## src/rtl/axi4_lite_slave_regs_if.sv

```systemverilog
// AXI4-Lite bus bundle between the team's AXI4-Lite master and the register
// bank slave. Five channels (AW, W, B, AR, R).
//   master modport: drives AW/W/AR payload + VALIDs, BREADY, RREADY
//   slave  modport: drives AW/W/AR READYs, B/R payload + VALIDs
interface axi4_lite_slave_regs_if #(
    parameter int ADDR_W = 32
);
    logic [ADDR_W-1:0] S_AXI_AWADDR;
    logic              S_AXI_AWVALID;
    logic              S_AXI_AWREADY;
    logic [31:0]       S_AXI_WDATA;
    logic [3:0]        S_AXI_WSTRB;
    logic              S_AXI_WVALID;
    logic              S_AXI_WREADY;
    logic [1:0]        S_AXI_BRESP;
    logic              S_AXI_BVALID;
    logic              S_AXI_BREADY;
    logic [ADDR_W-1:0] S_AXI_ARADDR;
    logic              S_AXI_ARVALID;
    logic              S_AXI_ARREADY;
    logic [31:0]       S_AXI_RDATA;
    logic [1:0]        S_AXI_RRESP;
    logic              S_AXI_RVALID;
    logic              S_AXI_RREADY;

    modport master (
        output S_AXI_AWADDR, S_AXI_AWVALID, S_AXI_WDATA, S_AXI_WSTRB, S_AXI_WVALID,
        output S_AXI_BREADY, S_AXI_ARADDR, S_AXI_ARVALID, S_AXI_RREADY,
        input  S_AXI_AWREADY, S_AXI_WREADY, S_AXI_BRESP, S_AXI_BVALID,
        input  S_AXI_ARREADY, S_AXI_RDATA, S_AXI_RRESP, S_AXI_RVALID
    );

    modport slave (
        input  S_AXI_AWADDR, S_AXI_AWVALID, S_AXI_WDATA, S_AXI_WSTRB, S_AXI_WVALID,
        input  S_AXI_BREADY, S_AXI_ARADDR, S_AXI_ARVALID, S_AXI_RREADY,
        output S_AXI_AWREADY, S_AXI_WREADY, S_AXI_BRESP, S_AXI_BVALID,
        output S_AXI_ARREADY, S_AXI_RDATA, S_AXI_RRESP, S_AXI_RVALID
    );
endinterface

```

## src/rtl/axi4_lite_slave_regs.sv

```systemverilog
// AXI4-Lite slave register bank: NUM_REGS 32-bit registers, single-beat
// accesses, OKAY for in-range and SLVERR for out-of-range addresses.
// Ports:
//   clk, rst  - clock; asynchronous active-high reset
//   s_axi     - AXI4-Lite slave side (axi4_lite_slave_regs_if.slave)
//   regs_q    - flat register contents, reg i at [32*i+31:32*i]
//   wr_pulse  - bit i high for one cycle after reg i is written
module axi4_lite_slave_regs #(
    parameter int ADDR_W   = 32,
    parameter int NUM_REGS = 8
) (
    input  logic                     clk,
    input  logic                     rst,
    axi4_lite_slave_regs_if.slave    s_axi,
    output logic [NUM_REGS*32-1:0]   regs_q,
    output logic [NUM_REGS-1:0]      wr_pulse
);
    typedef enum logic [1:0] {W_IDLE, W_HAVE_AW, W_HAVE_W, W_RESP} w_state_t;
    typedef enum logic {R_IDLE, R_RESP} r_state_t;

    w_state_t w_state, w_state_next;
    r_state_t r_state, r_state_next;

    logic              ready_en;
    logic              aw_hs, w_hs, ar_hs, commit;
    logic [ADDR_W-1:0] aw_addr_q;
    logic [31:0]       w_data_q;
    logic [3:0]        w_strb_q;
    logic [ADDR_W-1:0] w_addr_eff;
    logic [31:0]       w_data_eff;
    logic [3:0]        w_strb_eff;
    logic [7:0]        w_idx, r_idx;
    logic              w_in_range, r_in_range;
    logic [31:0]       rd_val;
    logic              unused_addr_lsbs;

    // Keeps READYs low until the first edge after reset release.
    always_ff @(posedge clk or posedge rst) begin
        if (rst) ready_en <= 1'b0;
        else     ready_en <= 1'b1;
    end

    // ---------------- write channel ----------------
    always_ff @(posedge clk or posedge rst) begin
        if (rst) w_state <= W_IDLE;
        else     w_state <= w_state_next;
    end

    always_comb begin
        w_state_next        = w_state;
        s_axi.S_AXI_AWREADY = 1'b0;
        s_axi.S_AXI_WREADY  = 1'b0;
        s_axi.S_AXI_BVALID  = 1'b0;
        aw_hs               = 1'b0;
        w_hs                = 1'b0;
        commit              = 1'b0;
        case (w_state)
            W_IDLE: begin
                s_axi.S_AXI_AWREADY = ready_en;
                s_axi.S_AXI_WREADY  = ready_en;
                aw_hs = ready_en && s_axi.S_AXI_AWVALID;
                w_hs  = ready_en && s_axi.S_AXI_WVALID;
                if (aw_hs && w_hs) begin
                    commit       = 1'b1;
                    w_state_next = W_RESP;
                end else if (aw_hs) begin
                    w_state_next = W_HAVE_AW;
                end else if (w_hs) begin
                    w_state_next = W_HAVE_W;
                end
            end
            W_HAVE_AW: begin
                s_axi.S_AXI_WREADY = ready_en;
                w_hs = ready_en && s_axi.S_AXI_WVALID;
                if (w_hs) begin
                    commit       = 1'b1;
                    w_state_next = W_RESP;
                end
            end
            W_HAVE_W: begin
                s_axi.S_AXI_AWREADY = ready_en;
                aw_hs = ready_en && s_axi.S_AXI_AWVALID;
                if (aw_hs) begin
                    commit       = 1'b1;
                    w_state_next = W_RESP;
                end
            end
            W_RESP: begin
                s_axi.S_AXI_BVALID = 1'b1;
                if (s_axi.S_AXI_BREADY) w_state_next = W_IDLE;
            end
            default: w_state_next = W_IDLE;
        endcase
    end

    // Commit uses the held half of the pair and the live bus for the other.
    assign w_addr_eff = (w_state == W_HAVE_AW) ? aw_addr_q : s_axi.S_AXI_AWADDR;
    assign w_data_eff = (w_state == W_HAVE_W)  ? w_data_q  : s_axi.S_AXI_WDATA;
    assign w_strb_eff = (w_state == W_HAVE_W)  ? w_strb_q  : s_axi.S_AXI_WSTRB;

    assign w_idx      = w_addr_eff[9:2];
    assign w_in_range = (w_addr_eff[ADDR_W-1:10] == '0) && (32'(w_idx) < NUM_REGS);

    always_ff @(posedge clk or posedge rst) begin
        if (rst) begin
            aw_addr_q         <= '0;
            w_data_q          <= '0;
            w_strb_q          <= '0;
            s_axi.S_AXI_BRESP <= '0;
            regs_q            <= '0;
            wr_pulse          <= '0;
        end else begin
            if (aw_hs) aw_addr_q <= s_axi.S_AXI_AWADDR;
            if (w_hs) begin
                w_data_q <= s_axi.S_AXI_WDATA;
                w_strb_q <= s_axi.S_AXI_WSTRB;
            end
            wr_pulse <= '0;
            if (commit) begin
                s_axi.S_AXI_BRESP <= w_in_range ? 2'b00 : 2'b10;
                for (int unsigned i = 0; i < NUM_REGS; i++) begin
                    if (w_in_range && 32'(w_idx) == i) begin
                        wr_pulse[i] <= 1'b1;
                        for (int unsigned b = 0; b < 4; b++) begin
                            if (w_strb_eff[b])
                                regs_q[32*i+8*b +: 8] <= w_data_eff[8*b +: 8];
                        end
                    end
                end
            end
        end
    end

    // ---------------- read channel ----------------
    always_ff @(posedge clk or posedge rst) begin
        if (rst) r_state <= R_IDLE;
        else     r_state <= r_state_next;
    end

    always_comb begin
        r_state_next        = r_state;
        s_axi.S_AXI_ARREADY = 1'b0;
        s_axi.S_AXI_RVALID  = 1'b0;
        ar_hs               = 1'b0;
        case (r_state)
            R_IDLE: begin
                s_axi.S_AXI_ARREADY = ready_en;
                ar_hs = ready_en && s_axi.S_AXI_ARVALID;
                if (ar_hs) r_state_next = R_RESP;
            end
            R_RESP: begin
                s_axi.S_AXI_RVALID = 1'b1;
                if (s_axi.S_AXI_RREADY) r_state_next = R_IDLE;
            end
            default: r_state_next = R_IDLE;
        endcase
    end

    assign r_idx      = s_axi.S_AXI_ARADDR[9:2];
    assign r_in_range = (s_axi.S_AXI_ARADDR[ADDR_W-1:10] == '0) && (32'(r_idx) < NUM_REGS);

    // regs_q is the pre-edge value, so a same-edge write is not visible here.
    always_comb begin
        rd_val = '0;
        for (int unsigned i = 0; i < NUM_REGS; i++) begin
            if (r_in_range && 32'(r_idx) == i) rd_val = regs_q[32*i +: 32];
        end
    end

    always_ff @(posedge clk or posedge rst) begin
        if (rst) begin
            s_axi.S_AXI_RDATA <= '0;
            s_axi.S_AXI_RRESP <= '0;
        end else if (ar_hs) begin
            s_axi.S_AXI_RDATA <= rd_val;
            s_axi.S_AXI_RRESP <= r_in_range ? 2'b00 : 2'b10;
        end
    end

    // Byte-lane address bits carry no meaning for 32-bit registers.
    assign unused_addr_lsbs = ^{w_addr_eff[1:0], s_axi.S_AXI_ARADDR[1:0]};

endmodule
```

## src/flat_wrapper.sv

```systemverilog
// flat-port wrapper written by rule: the top's interface ports become plain ports
module axi4_lite_slave_regs_flat 
#(
    parameter int ADDR_W   = 32,
    parameter int NUM_REGS = 8
)
  (clk, rst, regs_q, wr_pulse, s_axi_S_AXI_AWADDR, s_axi_S_AXI_AWVALID, s_axi_S_AXI_WDATA, s_axi_S_AXI_WSTRB, s_axi_S_AXI_WVALID, s_axi_S_AXI_BREADY, s_axi_S_AXI_ARADDR, s_axi_S_AXI_ARVALID, s_axi_S_AXI_RREADY, s_axi_S_AXI_AWREADY, s_axi_S_AXI_WREADY, s_axi_S_AXI_BRESP, s_axi_S_AXI_BVALID, s_axi_S_AXI_ARREADY, s_axi_S_AXI_RDATA, s_axi_S_AXI_RRESP, s_axi_S_AXI_RVALID);
  axi4_lite_slave_regs_if #(.ADDR_W(ADDR_W)) s_axi_i ();
  input  logic clk;
  input  logic rst;
  output logic [NUM_REGS*32-1:0] regs_q;
  output logic [NUM_REGS-1:0] wr_pulse;
  input wire logic [$bits(s_axi_i.S_AXI_AWADDR)-1:0] s_axi_S_AXI_AWADDR;
  input wire logic [$bits(s_axi_i.S_AXI_AWVALID)-1:0] s_axi_S_AXI_AWVALID;
  input wire logic [$bits(s_axi_i.S_AXI_WDATA)-1:0] s_axi_S_AXI_WDATA;
  input wire logic [$bits(s_axi_i.S_AXI_WSTRB)-1:0] s_axi_S_AXI_WSTRB;
  input wire logic [$bits(s_axi_i.S_AXI_WVALID)-1:0] s_axi_S_AXI_WVALID;
  input wire logic [$bits(s_axi_i.S_AXI_BREADY)-1:0] s_axi_S_AXI_BREADY;
  input wire logic [$bits(s_axi_i.S_AXI_ARADDR)-1:0] s_axi_S_AXI_ARADDR;
  input wire logic [$bits(s_axi_i.S_AXI_ARVALID)-1:0] s_axi_S_AXI_ARVALID;
  input wire logic [$bits(s_axi_i.S_AXI_RREADY)-1:0] s_axi_S_AXI_RREADY;
  output wire logic [$bits(s_axi_i.S_AXI_AWREADY)-1:0] s_axi_S_AXI_AWREADY;
  output wire logic [$bits(s_axi_i.S_AXI_WREADY)-1:0] s_axi_S_AXI_WREADY;
  output wire logic [$bits(s_axi_i.S_AXI_BRESP)-1:0] s_axi_S_AXI_BRESP;
  output wire logic [$bits(s_axi_i.S_AXI_BVALID)-1:0] s_axi_S_AXI_BVALID;
  output wire logic [$bits(s_axi_i.S_AXI_ARREADY)-1:0] s_axi_S_AXI_ARREADY;
  output wire logic [$bits(s_axi_i.S_AXI_RDATA)-1:0] s_axi_S_AXI_RDATA;
  output wire logic [$bits(s_axi_i.S_AXI_RRESP)-1:0] s_axi_S_AXI_RRESP;
  output wire logic [$bits(s_axi_i.S_AXI_RVALID)-1:0] s_axi_S_AXI_RVALID;
  assign s_axi_i.S_AXI_AWADDR = s_axi_S_AXI_AWADDR;
  assign s_axi_i.S_AXI_AWVALID = s_axi_S_AXI_AWVALID;
  assign s_axi_i.S_AXI_WDATA = s_axi_S_AXI_WDATA;
  assign s_axi_i.S_AXI_WSTRB = s_axi_S_AXI_WSTRB;
  assign s_axi_i.S_AXI_WVALID = s_axi_S_AXI_WVALID;
  assign s_axi_i.S_AXI_BREADY = s_axi_S_AXI_BREADY;
  assign s_axi_i.S_AXI_ARADDR = s_axi_S_AXI_ARADDR;
  assign s_axi_i.S_AXI_ARVALID = s_axi_S_AXI_ARVALID;
  assign s_axi_i.S_AXI_RREADY = s_axi_S_AXI_RREADY;
  assign s_axi_S_AXI_AWREADY = s_axi_i.S_AXI_AWREADY;
  assign s_axi_S_AXI_WREADY = s_axi_i.S_AXI_WREADY;
  assign s_axi_S_AXI_BRESP = s_axi_i.S_AXI_BRESP;
  assign s_axi_S_AXI_BVALID = s_axi_i.S_AXI_BVALID;
  assign s_axi_S_AXI_ARREADY = s_axi_i.S_AXI_ARREADY;
  assign s_axi_S_AXI_RDATA = s_axi_i.S_AXI_RDATA;
  assign s_axi_S_AXI_RRESP = s_axi_i.S_AXI_RRESP;
  assign s_axi_S_AXI_RVALID = s_axi_i.S_AXI_RVALID;
  axi4_lite_slave_regs #(.ADDR_W(ADDR_W), .NUM_REGS(NUM_REGS)) u_core (.clk(clk), .rst(rst), .s_axi(s_axi_i), .regs_q(regs_q), .wr_pulse(wr_pulse));
endmodule
```

## config.mk

```make
export PLATFORM = sky130hd
export DESIGN_NAME = axi4_lite_slave_regs_flat
export DESIGN_NICKNAME = d
export VERILOG_FILES = /design/src/rtl/axi4_lite_slave_regs_if.sv /design/src/rtl/axi4_lite_slave_regs.sv /design/src/flat_wrapper.sv
export SDC_FILE = /design/constraint.sdc
export NUM_CORES = 1
export LEC_CHECK = 0
export CORE_ASPECT_RATIO = 0.8
export CORE_MARGIN = 2
export CORE_UTILIZATION = 54
export CTS_CLUSTER_DIAMETER = 100
export DETAILED_ROUTE_END_ITERATION = 8
export GPL_TIMING_DRIVEN = 1
export PLACE_DENSITY = 0.95
export SLEW_MARGIN = 20
export SYNTH_ARGS = -nofsm -noshare
export SYNTH_HDL_FRONTEND = slang
export SYNTH_SLANG_ARGS = --single-unit
export TNS_END_PERCENT = 1
```

## constraint.sdc

```tcl
create_clock -name clk -period 22.4 [get_ports clk]
set_clock_uncertainty 0.05 [all_clocks]
set_input_delay 4.48 -clock clk [delete_from_list [all_inputs] [get_ports clk]]
set_output_delay 4.48 -clock clk [all_outputs]
set_load 0.005 [all_outputs]
```

==> metrics.md <==
| Metric | Value |
|---|---|
| Final Routed Wirelength | `59.6 mm` |
| DR vias/cell | `6.46` |
| Worst-path fanout max | `34` |
| Element type at the critical path start | `input pin` |
| First-pass GRT wire length | `88.4 mm` |
| Async SR Flop Fraction | `100%` |
| Fin. Hold Viols | `0` |
| Most common cell after layout, fill and taps aside | `clkdlybuf4s50_1` |
| Synth warn | `0` |
| H-tree Lvls | `2` |
| Crit. End Element | `flop` |
| Max cap viols | `0` |
| Reg2reg end | `u_core.regs_q[208]` |
| Setup TNS Final | `0 ns` |
| Worst flop-to-flop path startpoint | `u_core.w_state[0]` |
| Filler Cells Inserted | `2026` |
| Post-synthesis cell count | `1325` |
| Leak | `0.0106 µW` |
| Avg WL per Cell | `27.7 µm` |
| Post-Route Utilization | `72.6%` |
| DRC | `0` |
| Total gr overflow | `0` |
| Vias in the first global route | `14646` |
| TritonRoute pass-1 iters | `5` |
| R2r worst-path depth | `9` |
| Post-synth EDFFs | `0` |
| FMAX | `139 MHz` |
| Library cells used by synthesis | `50` |
| Top cell type's share of synthesized area | `53.3%` |
| Iter 0 DRT Violations | `1054` |
| Synthesized cell area | `0.0173 mm²` |
| Finish-stage setup viols | `0` |
| Routed via count | `13879` |
| CTS tree | `done` |
| Hold_sp | `u_core.s_axi.S_AXI_RDATA[24]` |
| Area leader, netlist | `dfrtp_1` |
| Cell Rows | `58` |
| Hold crit path type | `flop to flop` |
| Top_reg_cell synth | `dfrtp_1` |
| Mean Syn Cell Area | `13.0 µm²` |
| Cts hold-fix bufs | `0` |
| Syn-to-layout area delta | `32.3%` |
| Top post-synthesis cells by area | `dfrtp_1, mux2_2, nand4_4, o221ai_1, mux2i_1` |
| Pwr per Cell Area | `77.1 mW/mm²` |
| Most frequent cells in the layout | `clkdlybuf4s50_1, dfrtp_1, mux2_2` |
| Global Route Usage Sum | `35.3%` |
| Initial antenna violation count | `4` |
| Post-synthesis register bit count | `368` |
| Placer Congestion | `0.883` |
| Post-CTS Setup Bufs | `0` |
| Arr. time, crit path | `7.53 ns` |
| Worst-path clk slew | `0.06 ns` |
| Sequential share of the synthesized area | `53.3%` |
| Crit Path Category | `input pin to flop` |
| Pin count of the biggest net entering global routing | `135` |
| Core Box Area | `0.0315 mm²` |
| Worst hold endpoint | `u_core.s_axi.S_AXI_RDATA[24]` |
| Ports | `412` |
| Total CTS buffers | `37` |
| R2r setup slk | `18.36 ns` |
| Period utilisation layout | `32.0%` |
| Die height | `164 µm` |
| Hold path depth | `2` |
| Resize count post-CTS | `0` |
| Worst Tran Pin Value | `1.21 ns` |
| Req. time, crit path | `22.76 ns` |
| Initial Utilization | `54.9%` |
| Clock Latency Late Sink | `0.53 ns` |
| Die Footprint | `0.0335 mm²` |
| Root Driver | `clkbuf_16` |
| Final critical-path required period | `7.17 ns` |
| Share of cells above drive strength 1 | `27.4%` |
| CTS sink count | `368` |
| Slew HR | `19.1%` |
| CTS Buffer Depth | `3` |
| Final ANT Viol Nets | `0` |
| IO buf count | `405` |
| Worst vdd ir | `0.0702 mV` |
| DPL Wire Length | `39.8 mm` |
| Max-slew violation count | `0` |
| RSZ-0062 raised after global routing | `false` |
| Fin nets | `1821` |
| Outcome | `completed` |
| Die Width | `204 µm` |
-- cell families after synthesis --
kind of cell | Yosys count | share of synthesized area [%]
compound gates | 215 | 8.86
simple gates | 255 | 9.98
buf+inv | 88 | 2.22
other cells | 2 | 0.0435
flops | 368 | 53.3
mux | 393 | 25.3
fa+ha+maj | 4 | 0.290
-- area by class of cell --
class / count / area, µm² / area share [%]
antenna: 4 / 10.0 / 0.0438
clock inverter: 5 / 56.3 / 0.246
timing repair buffer: 421 / 4170 / 18.2
sequential: 368 / 9210 / 40.3
tap: 420 / 526 / 2.30
clock buffer: 50 / 1080 / 4.71
inverter: 12 / 52.6 / 0.230
multi-input combinational: 870 / 7770 / 34.0
-- critical path, stage by stage --
cell	delay (ns)
clkdlybuf4s50_1	0.60
a22oi_1	0.14
a211o_1	0.40
a21oi_4	0.13
buf_4	0.64
nand4_2	0.63
mux2_2	0.48
-- routing by layer --
metal	vias to the layer above	track usage, %	wire [µm]
met4	2	17.0	2800
met5	-	0	13
li1	5719	-	-
met2	955	58.1	28300
met1	7000	42.5	21500
met3	203	11.0	7010
-- cells in the mapped netlist (4+ instances only) --
library cell and number:
or3_1 27, nor3_1 5, nor2b_1 5, mux2_2 354, nor2_1 64, a211oi_1 18, nand2_1 58, o21bai_1 18
o21ai_0 6, nand4_4 24, nand2b_1 26, buf_2 6, buf_4 4, dfrtp_1 368, buf_1 12, nor4_1 15
nand4_2 8, ha_1 4, a21oi_1 65, o221ai_1 45, a22oi_1 15, inv_1 12, nor3b_1 8, o211ai_1 13
nand4_1 5, mux2i_1 38, o22a_1 5, o2bb2ai_1 13, o22ai_1 7, clkbuf_1 51
-- worst max path at each step --
stage / startpoint / end / cells past startpoint
after detailed placement: s_axi_S_AXI_ARADDR[4] / u_core.s_axi.S_AXI_RDATA[14] / 6
after floorplan: rst / u_core.aw_addr_q[10] / 1
after global routing: rst / u_core.regs_q[255] / 4
final: s_axi_S_AXI_WVALID / u_core.regs_q[208] / 7
after CTS: s_axi_S_AXI_ARADDR[4] / u_core.s_axi.S_AXI_RDATA[14] / 6
after global placement: s_axi_S_AXI_ARADDR[4] / u_core.s_axi.S_AXI_RDATA[1] / 6
-- per-stage QoR --
step                      total power [µW]  cell area (µm²)  hold WS [ns]  setup slack [ns]  cells
after floorplan                       1030            17300         0.413              7.65   1326
after global placement                1140            21700         0.404             14.71   2091
after detailed placement              1160            21700         0.408             14.59   2091
after CTS                             1760            22900         0.420             15.11   2146
after global routing                  1820            22900         0.438             14.83   2149
final                                 1760            22900         0.426             15.23   2150
-- flip-flops by register name (all words and copies together), names as in the netlist --
register / count
u_core.w_strb_q: 4
u_core.aw_addr_q: 30
u_core.s_axi.S_AXI_RDATA: 32
u_core.ready_en: 1
u_core.r_state: 1
u_core.w_data_q: 32
u_core.s_axi.S_AXI_BRESP: 1
u_core.s_axi.S_AXI_RRESP: 1
u_core.wr_pulse: 8
u_core.regs_q: 256
u_core.w_state: 2
-- report_power, final --
group          internal, µW  leakage [µW]  switching [µW]  total, µW
sequential              731       0.00498            38.8        770
combinational           159       0.00508             232        392
clock                   345      0.000556             256        602
(Power assumes the default switching activity.)
